===== src/rtl/pmem_tag_gen_if.sv =====
// Bundle between the packet memory group and the tag generator: packet streams, tag return, table config, stats.
// master = packet memory group / host side, slave = tag generator.
interface pmem_tag_gen_if #(
   parameter int NPORTS        = 4,
   parameter int TABLE_ENTRIES = 16
);
   localparam int AW = $clog2(TABLE_ENTRIES);

   logic [64*NPORTS-1:0] packetout_data;
   logic [NPORTS-1:0]    packetout_valid;
   logic [NPORTS-1:0]    packetout_sop;
   logic [NPORTS-1:0]    packetout_eop;
   logic [6*NPORTS-1:0]  packetout_channel;
   logic [NPORTS-1:0]    packetout_ready;

   logic [NPORTS+5:0]    tagout_data;
   logic                 tagout_valid;
   logic                 tagout_ready;

   logic                 cfg_wr_en;
   logic [AW-1:0]        cfg_addr;
   logic [47:0]          cfg_mac;
   logic [NPORTS-1:0]    cfg_mask;
   logic                 cfg_entry_valid;

   logic [15:0]          stat_miss;
   logic [15:0]          stat_proto_err;

   modport master (
      output packetout_data, packetout_valid, packetout_sop, packetout_eop, packetout_channel,
      input  packetout_ready,
      input  tagout_data, tagout_valid,
      output tagout_ready,
      output cfg_wr_en, cfg_addr, cfg_mac, cfg_mask, cfg_entry_valid,
      input  stat_miss, stat_proto_err
   );

   modport slave (
      input  packetout_data, packetout_valid, packetout_sop, packetout_eop, packetout_channel,
      output packetout_ready,
      output tagout_data, tagout_valid,
      input  tagout_ready,
      input  cfg_wr_en, cfg_addr, cfg_mac, cfg_mask, cfg_entry_valid,
      output stat_miss, stat_proto_err
   );
endinterface


===== src/rtl/pmem_tag_gen.sv =====
// Per-packet tag generator: dest MAC -> egress mask via 16-entry table, one {mask,channel} tag per packet.
// Tag written 2 cycles after sop; ports hold (ready=0) until granted, grants stop while the tag FIFO could overflow.
module pmem_tag_gen #(
   parameter int NPORTS        = 4,
   parameter int TABLE_ENTRIES = 16,
   parameter int FIFO_DEPTH    = 8
) (
   input logic           clock,
   input logic           reset,
   pmem_tag_gen_if.slave bus
);
   localparam int PW = (NPORTS > 1) ? $clog2(NPORTS) : 1;
   localparam int FW = (FIFO_DEPTH > 1) ? $clog2(FIFO_DEPTH) : 1;
   localparam int EW = $clog2(NPORTS + 1);
   localparam int TW = NPORTS + 6;

   typedef enum logic [1:0] {S_IDLE = 2'd0, S_HOLD = 2'd1, S_DRAIN = 2'd2} state_t;

   state_t            state_q    [NPORTS];
   state_t            state_d    [NPORTS];
   logic [47:0]       cap_mac_q  [NPORTS];
   logic [47:0]       cap_mac_d  [NPORTS];
   logic [5:0]        cap_chan_q [NPORTS];
   logic [5:0]        cap_chan_d [NPORTS];
   logic [NPORTS-1:0] cap_eop_q, cap_eop_d;

   logic [PW-1:0]     ptr_q, ptr_d;
   logic [PW-1:0]     gnt_idx, rr_idx;
   logic              gnt_vld, can_grant;

   logic              lk_vld_q, lk_vld_d;
   logic [47:0]       lk_mac_q, lk_mac_d;
   logic [5:0]        lk_chan_q, lk_chan_d;
   logic [PW-1:0]     lk_port_q, lk_port_d;
   logic              lk_hit, lk_miss;
   logic [NPORTS-1:0] lk_hit_mask, lk_ing, lk_mask;

   logic [TABLE_ENTRIES-1:0] tbl_vld_q, tbl_vld_d;
   logic [47:0]       tbl_mac_q  [TABLE_ENTRIES];
   logic [47:0]       tbl_mac_d  [TABLE_ENTRIES];
   logic [NPORTS-1:0] tbl_mask_q [TABLE_ENTRIES];
   logic [NPORTS-1:0] tbl_mask_d [TABLE_ENTRIES];

   logic [TW-1:0]     mem_q [FIFO_DEPTH];
   logic [TW-1:0]     mem_d [FIFO_DEPTH];
   logic [FW-1:0]     wr_ptr_q, wr_ptr_d, rd_ptr_q, rd_ptr_d;
   logic [FW:0]       count_q, count_d;
   logic              push, pop;

   logic [15:0]       stat_miss_q, stat_miss_d, stat_err_q, stat_err_d;
   logic [16:0]       err_sum;
   logic [EW-1:0]     err_cnt;
   logic [63:0]       beat;
   logic [NPORTS-1:0] rdy;
   logic              unused_lo;

   // Round-robin from ptr_q; NPORTS is a power of two so the index add wraps naturally.
   always_comb begin
      gnt_vld   = 1'b0;
      gnt_idx   = '0;
      rr_idx    = '0;
      ptr_d     = ptr_q;
      can_grant = ({1'b0, count_q} + {{(FW+1){1'b0}}, lk_vld_q}) < (FW+2)'(FIFO_DEPTH);
      for (int i = 0; i < NPORTS; i++) begin
         rr_idx = ptr_q + PW'(i);
         if (can_grant && !gnt_vld && state_q[rr_idx] == S_HOLD) begin
            gnt_vld = 1'b1;
            gnt_idx = rr_idx;
         end
      end
      if (gnt_vld) ptr_d = gnt_idx + PW'(1);
   end

   always_comb begin
      err_cnt   = '0;
      beat      = '0;
      rdy       = '0;
      cap_eop_d = cap_eop_q;
      unused_lo = 1'b0;
      for (int p = 0; p < NPORTS; p++) begin
         state_d[p]    = state_q[p];
         cap_mac_d[p]  = cap_mac_q[p];
         cap_chan_d[p] = cap_chan_q[p];
         beat          = bus.packetout_data[64*p +: 64];
         unused_lo     = unused_lo ^ (^beat[15:0]);
         rdy[p]        = reset && (state_q[p] != S_HOLD);
         case (state_q[p])
            S_IDLE: begin
               if (bus.packetout_valid[p]) begin
                  if (bus.packetout_sop[p]) begin
                     cap_mac_d[p]  = beat[63:16];
                     cap_chan_d[p] = bus.packetout_channel[6*p +: 6];
                     cap_eop_d[p]  = bus.packetout_eop[p];
                     state_d[p]    = S_HOLD;
                  end else begin
                     err_cnt = err_cnt + EW'(1);
                  end
               end
            end
            S_HOLD: begin
               if (gnt_vld && gnt_idx == PW'(p)) state_d[p] = cap_eop_q[p] ? S_IDLE : S_DRAIN;
            end
            S_DRAIN: begin
               if (bus.packetout_valid[p]) begin
                  if (bus.packetout_sop[p]) err_cnt = err_cnt + EW'(1);
                  if (bus.packetout_eop[p]) state_d[p] = S_IDLE;
               end
            end
            default: state_d[p] = S_IDLE;
         endcase
      end
   end

   assign bus.packetout_ready = rdy;

   always_comb begin
      lk_vld_d  = gnt_vld;
      lk_mac_d  = cap_mac_q[gnt_idx];
      lk_chan_d = cap_chan_q[gnt_idx];
      lk_port_d = gnt_idx;
   end

   // Descending scan so the lowest-index matching entry wins.
   always_comb begin
      lk_hit      = 1'b0;
      lk_hit_mask = '0;
      for (int e = TABLE_ENTRIES - 1; e >= 0; e--) begin
         if (tbl_vld_q[e] && tbl_mac_q[e] == lk_mac_q) begin
            lk_hit      = 1'b1;
            lk_hit_mask = tbl_mask_q[e];
         end
      end
      lk_ing            = '0;
      lk_ing[lk_port_q] = 1'b1;
      lk_mask = ((lk_mac_q[40] || !lk_hit) ? {NPORTS{1'b1}} : lk_hit_mask) & ~lk_ing;
      lk_miss = lk_vld_q && !lk_mac_q[40] && !lk_hit;
   end

   always_comb begin
      tbl_vld_d  = tbl_vld_q;
      tbl_mac_d  = tbl_mac_q;
      tbl_mask_d = tbl_mask_q;
      if (bus.cfg_wr_en) begin
         tbl_vld_d[bus.cfg_addr]  = bus.cfg_entry_valid;
         tbl_mac_d[bus.cfg_addr]  = bus.cfg_mac;
         tbl_mask_d[bus.cfg_addr] = bus.cfg_mask;
      end
   end

   always_comb begin
      push     = lk_vld_q;
      pop      = (count_q != '0) && bus.tagout_ready;
      mem_d    = mem_q;
      wr_ptr_d = wr_ptr_q;
      rd_ptr_d = rd_ptr_q;
      count_d  = count_q;
      if (push) begin
         mem_d[wr_ptr_q] = {lk_mask, lk_chan_q};
         wr_ptr_d        = wr_ptr_q + FW'(1);
      end
      if (pop) rd_ptr_d = rd_ptr_q + FW'(1);
      if (push && !pop) count_d = count_q + (FW+1)'(1);
      else if (!push && pop) count_d = count_q - (FW+1)'(1);
   end

   assign bus.tagout_valid = (count_q != '0);
   assign bus.tagout_data  = bus.tagout_valid ? mem_q[rd_ptr_q] : '0;

   always_comb begin
      stat_miss_d = stat_miss_q;
      if (lk_miss && stat_miss_q != 16'hFFFF) stat_miss_d = stat_miss_q + 16'd1;
      err_sum    = {1'b0, stat_err_q} + 17'(err_cnt);
      stat_err_d = err_sum[16] ? 16'hFFFF : err_sum[15:0];
   end

   assign bus.stat_miss      = stat_miss_q;
   assign bus.stat_proto_err = stat_err_q;

   always_ff @(posedge clock) begin
      if (!reset) begin
         for (int p = 0; p < NPORTS; p++) state_q[p] <= S_IDLE;
         ptr_q       <= '0;
         lk_vld_q    <= 1'b0;
         tbl_vld_q   <= '0;
         wr_ptr_q    <= '0;
         rd_ptr_q    <= '0;
         count_q     <= '0;
         stat_miss_q <= '0;
         stat_err_q  <= '0;
      end else begin
         state_q     <= state_d;
         ptr_q       <= ptr_d;
         lk_vld_q    <= lk_vld_d;
         tbl_vld_q   <= tbl_vld_d;
         wr_ptr_q    <= wr_ptr_d;
         rd_ptr_q    <= rd_ptr_d;
         count_q     <= count_d;
         stat_miss_q <= stat_miss_d;
         stat_err_q  <= stat_err_d;
      end
   end

   // Payload registers are qualified by the control state above, so they need no reset.
   always_ff @(posedge clock) begin
      cap_mac_q  <= cap_mac_d;
      cap_chan_q <= cap_chan_d;
      cap_eop_q  <= cap_eop_d;
      lk_mac_q   <= lk_mac_d;
      lk_chan_q  <= lk_chan_d;
      lk_port_q  <= lk_port_d;
      tbl_mac_q  <= tbl_mac_d;
      tbl_mask_q <= tbl_mask_d;
      mem_q      <= mem_d;
   end
endmodule


===== src/flat_wrapper.sv =====
// flat-port wrapper written by rule: the top's interface ports become plain ports
module pmem_tag_gen_flat 
#(
   parameter int NPORTS        = 4,
   parameter int TABLE_ENTRIES = 16,
   parameter int FIFO_DEPTH    = 8
)
  (clock, reset, bus_packetout_data, bus_packetout_valid, bus_packetout_sop, bus_packetout_eop, bus_packetout_channel, bus_packetout_ready, bus_tagout_data, bus_tagout_valid, bus_tagout_ready, bus_cfg_wr_en, bus_cfg_addr, bus_cfg_mac, bus_cfg_mask, bus_cfg_entry_valid, bus_stat_miss, bus_stat_proto_err);
  pmem_tag_gen_if #(.NPORTS(NPORTS), .TABLE_ENTRIES(TABLE_ENTRIES)) bus_i ();
  input logic clock;
  input logic reset;
  input wire logic [$bits(bus_i.packetout_data)-1:0] bus_packetout_data;
  input wire logic [$bits(bus_i.packetout_valid)-1:0] bus_packetout_valid;
  input wire logic [$bits(bus_i.packetout_sop)-1:0] bus_packetout_sop;
  input wire logic [$bits(bus_i.packetout_eop)-1:0] bus_packetout_eop;
  input wire logic [$bits(bus_i.packetout_channel)-1:0] bus_packetout_channel;
  output wire logic [$bits(bus_i.packetout_ready)-1:0] bus_packetout_ready;
  output wire logic [$bits(bus_i.tagout_data)-1:0] bus_tagout_data;
  output wire logic [$bits(bus_i.tagout_valid)-1:0] bus_tagout_valid;
  input wire logic [$bits(bus_i.tagout_ready)-1:0] bus_tagout_ready;
  input wire logic [$bits(bus_i.cfg_wr_en)-1:0] bus_cfg_wr_en;
  input wire logic [$bits(bus_i.cfg_addr)-1:0] bus_cfg_addr;
  input wire logic [$bits(bus_i.cfg_mac)-1:0] bus_cfg_mac;
  input wire logic [$bits(bus_i.cfg_mask)-1:0] bus_cfg_mask;
  input wire logic [$bits(bus_i.cfg_entry_valid)-1:0] bus_cfg_entry_valid;
  output wire logic [$bits(bus_i.stat_miss)-1:0] bus_stat_miss;
  output wire logic [$bits(bus_i.stat_proto_err)-1:0] bus_stat_proto_err;
  assign bus_i.packetout_data = bus_packetout_data;
  assign bus_i.packetout_valid = bus_packetout_valid;
  assign bus_i.packetout_sop = bus_packetout_sop;
  assign bus_i.packetout_eop = bus_packetout_eop;
  assign bus_i.packetout_channel = bus_packetout_channel;
  assign bus_packetout_ready = bus_i.packetout_ready;
  assign bus_tagout_data = bus_i.tagout_data;
  assign bus_tagout_valid = bus_i.tagout_valid;
  assign bus_i.tagout_ready = bus_tagout_ready;
  assign bus_i.cfg_wr_en = bus_cfg_wr_en;
  assign bus_i.cfg_addr = bus_cfg_addr;
  assign bus_i.cfg_mac = bus_cfg_mac;
  assign bus_i.cfg_mask = bus_cfg_mask;
  assign bus_i.cfg_entry_valid = bus_cfg_entry_valid;
  assign bus_stat_miss = bus_i.stat_miss;
  assign bus_stat_proto_err = bus_i.stat_proto_err;
  pmem_tag_gen #(.NPORTS(NPORTS), .TABLE_ENTRIES(TABLE_ENTRIES), .FIFO_DEPTH(FIFO_DEPTH)) u_core (.clock(clock), .reset(reset), .bus(bus_i));
endmodule

===== config.mk =====
export PLATFORM = sky130hd
export DESIGN_NAME = pmem_tag_gen_flat
export DESIGN_NICKNAME = d
export VERILOG_FILES = /design/src/rtl/pmem_tag_gen_if.sv /design/src/rtl/pmem_tag_gen.sv /design/src/flat_wrapper.sv
export SDC_FILE = /design/constraint.sdc
export NUM_CORES = 2
export LEC_CHECK = 0
export ABC_AREA = 1
export ABC_CLOCK_PERIOD_IN_PS = 6160
export CORE_ASPECT_RATIO = 1.75
export CORE_MARGIN = 2
export CORE_UTILIZATION = 40
export CTS_CLUSTER_DIAMETER = 200
export DETAILED_ROUTE_END_ITERATION = 12
export SYNTH_ARGS = -nofsm -noshare
export SYNTH_HDL_FRONTEND = slang
export SYNTH_SLANG_ARGS = --single-unit
export TNS_END_PERCENT = 1

===== constraint.sdc =====
create_clock -name clock -period 6.16 [get_ports clock]
set_clock_uncertainty 0.15 [all_clocks]
set_input_delay 1.232 -clock clock [delete_from_list [all_inputs] [get_ports clock]]
set_output_delay 1.232 -clock clock [all_outputs]
set_load 0.02 [all_outputs]

==> results.py <==
metrics = {
    "status": {
        "status": "complete, no violations",
    },
    "layout": {
        "layout_commonest_cell": "edfxtp_1",
        "final_cell_mix": "edfxtp_1 (1132), nand2_1 (887), nor2_1 (527), o21ai_0 (390), clkdlybuf4s50_1 (300)",
        "drive_above_1_share_pct": 10.3,
        "postLayoutCellArea_um2": 62100,
        "layout.nets": 5313,
        "area_growth_pct": 17.5,
    },
    "synth": {
        "ys_top_cells_by_area": "edfxtp_1 (64%), nand2_1 (6.3%), dfxtp_1 (4.7%)",
        "synth_cell_type_count": 59,
        "syn_avg_cell_area_um2": 11.7,
        "synth_edf_count": 1132,
        "synth_ff_type": "edfxtp_1",
        "synth_top_family_by_area": "simple AND/OR/NAND/NOR gates",
        "synthAdderAreaFrac_pct": 0.478,
        "synth.top_cell.area_share_pct": 64.3,
        "netlist_area_um2": 52900,
        "seq_area_frac_synth_pct": 69.0,
        "yosys.area.top_type": "edfxtp_1",
        "muxShareOfSynthArea_pct": 0.0213,
        "async_flop_share_pct": 0,
        "synth-xor-area-share_pct": 3.69,
        "yosys.area_share.simple_pct": 13.3,
        "yosys_warnings": 0,
        "synthCells": 4516,
        "ys_ff_latch": 1257,
        "synth_compound_area_share_pct": 9.07,
        "syn_nets": 4888,
    },
    "flow_run": {
        "maxCapViolCount": 0,
    },
    "power": {
        "ir_drop_uv": 302,
        "leakagePower_nw": 22.1,
        "power_density_nw_per_um2": 433,
    },
    "critical_path": {
        "cp-startpoint": "bus_packetout_sop[0]",
        "slowest_delay_ps": 490,
        "path_class": "in -> reg",
        "crit_fanout": 8,
        "r2r_start": "u_core.lk_mac_q[29]$_DFF_P_",
        "worstPathCellList": "clkdlybuf4s50_1, xor2_1, nor3_1, buf_4, ha_1, a21oi_1, o21ai_0, nand2_1, inv_1, ha_1, mux2_2, ha_1, inv_1, o21ai_0, buf_4, inv_1, fa_1, o21ai_0, nand3_1, nor2_1, inv_1, nor3_1, inv_1, a31oi_1",
        "cp.required_ps": 6710,
        "crit_slowest_cell": "clkdlybuf4s50_1",
        "crit_path_frequent_cell": "inv_1",
        "cp.arrival_ps": 5790,
        "start_kind": "input pin",
        "crit_path_end_kind": "register",
    },
    "clocking": {
        "clkTransAtPathRegs_ps": 70,
        "cts_made_buffers": 110,
        "cts_resized": 0,
        "cts_setup_buffers": 0,
        "cts_tree": "built",
        "clockBufferDepth": 3,
        "cts_root_buf": "clkbuf_16",
        "insertion_delay_ps": 770,
        "holdBufCountCts": 0,
        "clock-sinks": 1257,
        "ctsHtreeMaxLevel": 3,
    },
    "sta": {
        "fin_tns_setup_ps": 0,
        "grt_setup_unrepaired": "no",
        "relSlewSlack_pct": 7.31,
        "clock.fmax_ghz": 0.191,
        "slew_viol_final": 0,
        "setup-violations-final": 0,
        "finalHoldViolations": 0,
        "tightest_slew_ps": 1390,
        "fin_crit_ps": 5250,
        "fin_crit_sh_pct": 85.2,
    },
    "die": {
        "die_y_um": 485,
        "core_um2": 131000,
        "die-area_um2": 135000,
        "initial_core_util_pct": 40.3,
        "core.rowCount": 176,
        "die_w_um": 279,
        "ioPinCount": 400,
    },
    "detailed_routing": {
        "drtPass1Iterations": 5,
        "via_per_inst": 5.73,
        "drcViolationCount": 0,
        "first_iter_violations": 4691,
        "ant_nets": 0,
        "routed_wl_um": 204000,
        "vias": 38700,
        "wire_per_inst_um": 30.3,
    },
    "global_route": {
        "grt_pass1_vias": 37000,
        "grt_max_degree": 78,
        "grt_pass1_wl_um": 279000,
        "gr-total-overflow": 0,
        "gr-usage-all-layers_pct": 29.8,
        "antenna_found_initial": 28,
    },
    "hold_path": {
        "hp-class": "reg -> reg",
        "min_from": "u_core.bus.stat_miss[13]$_SDFFE_PN0P_",
    },
    "placed_design": {
        "dpl.hpwl_um": 136000,
        "gp_congestion": 1.01,
        "placed_area_um2": 58400,
        "port_buffers": 335,
    },
}
-- power by group --
| group | leakage [nW] | switching [W] | internal (W) |
|---|---|---|---|
| Sequential | 11.3 | 0.000611 | 0.00989 |
| Combinational | 8.97 | 0.00664 | 0.00249 |
| Clock | 1.80 | 0.00329 | 0.00395 |
| Total | 22.1 | 0.0105 | 0.0163 |
-- sequential cells by signal, summed over array words and instances (netlist names), 3 cells and up --
register / flops
u_core.bus.stat_miss: 16
u_core.bus.stat_proto_err: 16
u_core.cap_chan_q: 24
u_core.cap_eop_q: 4
u_core.cap_mac_q: 192
u_core.count_q: 4
u_core.lk_chan_q: 6
u_core.lk_mac_q: 48
u_core.mem_q: 80
u_core.rd_ptr_q: 3
u_core.state_q: 8
u_core.tbl_mac_q: 768
u_core.tbl_mask_q: 64
u_core.tbl_vld_q: 16
u_core.wr_ptr_q: 3
-- metrics by stage --
| step | hold slack, ps | setup WS, ps | util [%] | cells | total power, W |
|---|---|---|---|---|---|
| after global routing | 349 | 408 | 47.3 | 6737 | 0.0276 |
| after detailed placement | 299 | 129 | 44.5 | 6520 | 0.0196 |
| after floorplan | 309 | 375 | - | 4516 | 0.0154 |
| final | 307 | 912 | 47.3 | 6747 | 0.0269 |
| after CTS | 310 | 916 | 47.3 | 6730 | 0.0267 |
| after global placement | 297 | 107 | 44.5 | 6520 | 0.0195 |
-- final timing paths --
path	to	depth (start not counted)	slack, ps
max	u_core.bus.stat_proto_err[15]$_SDFF_PN0_	24	910
min	u_core.bus.stat_miss[13]$_SDFFE_PN0P_	2	310
max reg2reg	u_core.mem_q[48]$_DFFE_PP_	21	1160
min reg2reg	u_core.bus.stat_miss[13]$_SDFFE_PN0P_	2	310
-- per-layer routing --
| metal | global-route usage, % | share of wire (%) |
|---|---|---|
| met5 | 0 | 0.026 |
| met4 | 26.5 | 10 |
| met3 | 5.53 | 9.9 |
| met2 | 49.1 | 48 |
| met1 | 32.9 | 32 |
-- layout make-up --
class | count | area, um2
Fill cell | 12000 | 69100
Sequential cell | 1257 | 36500
Multi-Input combinational cell | 2760 | 14200
Timing Repair Buffer | 482 | 4290
Clock buffer | 153 | 3080
Tap cell | 1691 | 2120
Inverter | 330 | 1250
Clock inverter | 57 | 646
Antenna cell | 17 | 42.5
-- critical path: cells and delay by family --
kind / cells / cell delay [ps]
multiplexers: 1 / 280
AO/OA/AOI/OAI: 5 / 960
adder cells (fa/ha/maj): 4 / 1220
AND/OR/NAND/NOR: 5 / 770
XOR/XNOR: 1 / 140
buffers and inverters: 8 / 1190
-- Yosys cell counts, types with 4 or more instances --
| library cell | number |
|---|---|
| inv_2 | 40 |
| nor2_1 | 544 |
| nor2_2 | 14 |
| a31oi_1 | 11 |
| a211oi_1 | 24 |
| o21ai_0 | 390 |
| a21oi_1 | 51 |
| nand2_4 | 4 |
| nand4_1 | 34 |
| o22ai_1 | 147 |
| buf_6 | 22 |
| o2111ai_1 | 9 |
| nor3_1 | 39 |
| buf_2 | 66 |
| xnor2_1 | 113 |
| nor4_1 | 27 |
| or2_2 | 46 |
| inv_4 | 5 |
| a32oi_1 | 6 |
| a22o_1 | 34 |
| ha_1 | 17 |
| o21bai_1 | 4 |
| nand3_1 | 81 |
| dfxtp_1 | 125 |
| xor2_1 | 110 |
| a221oi_1 | 40 |
| o21ai_1 | 62 |
| inv_1 | 282 |
| nand3b_1 | 7 |
| nand2_1 | 888 |
| o22ai_2 | 7 |
| clkbuf_1 | 28 |
| buf_4 | 49 |
| edfxtp_1 | 1132 |
| o21a_1 | 4 |
| a311oi_1 | 4 |
| nand2_2 | 12 |
-- cells by family (layout without fill, tap and decap cells) --
group                    count (synthesis)  count (layout)
AND/OR/NAND/NOR                       1710            1710
multiplexers                             1               1
XOR/XNOR                               223             223
buffers and inverters                  499            1022
other                                    0              17
flip-flops                            1257            1257
adder cells (fa/ha/maj)                 19              19
AO/OA/AOI/OAI                          807             807
Power figures use the tool's default switching activity.
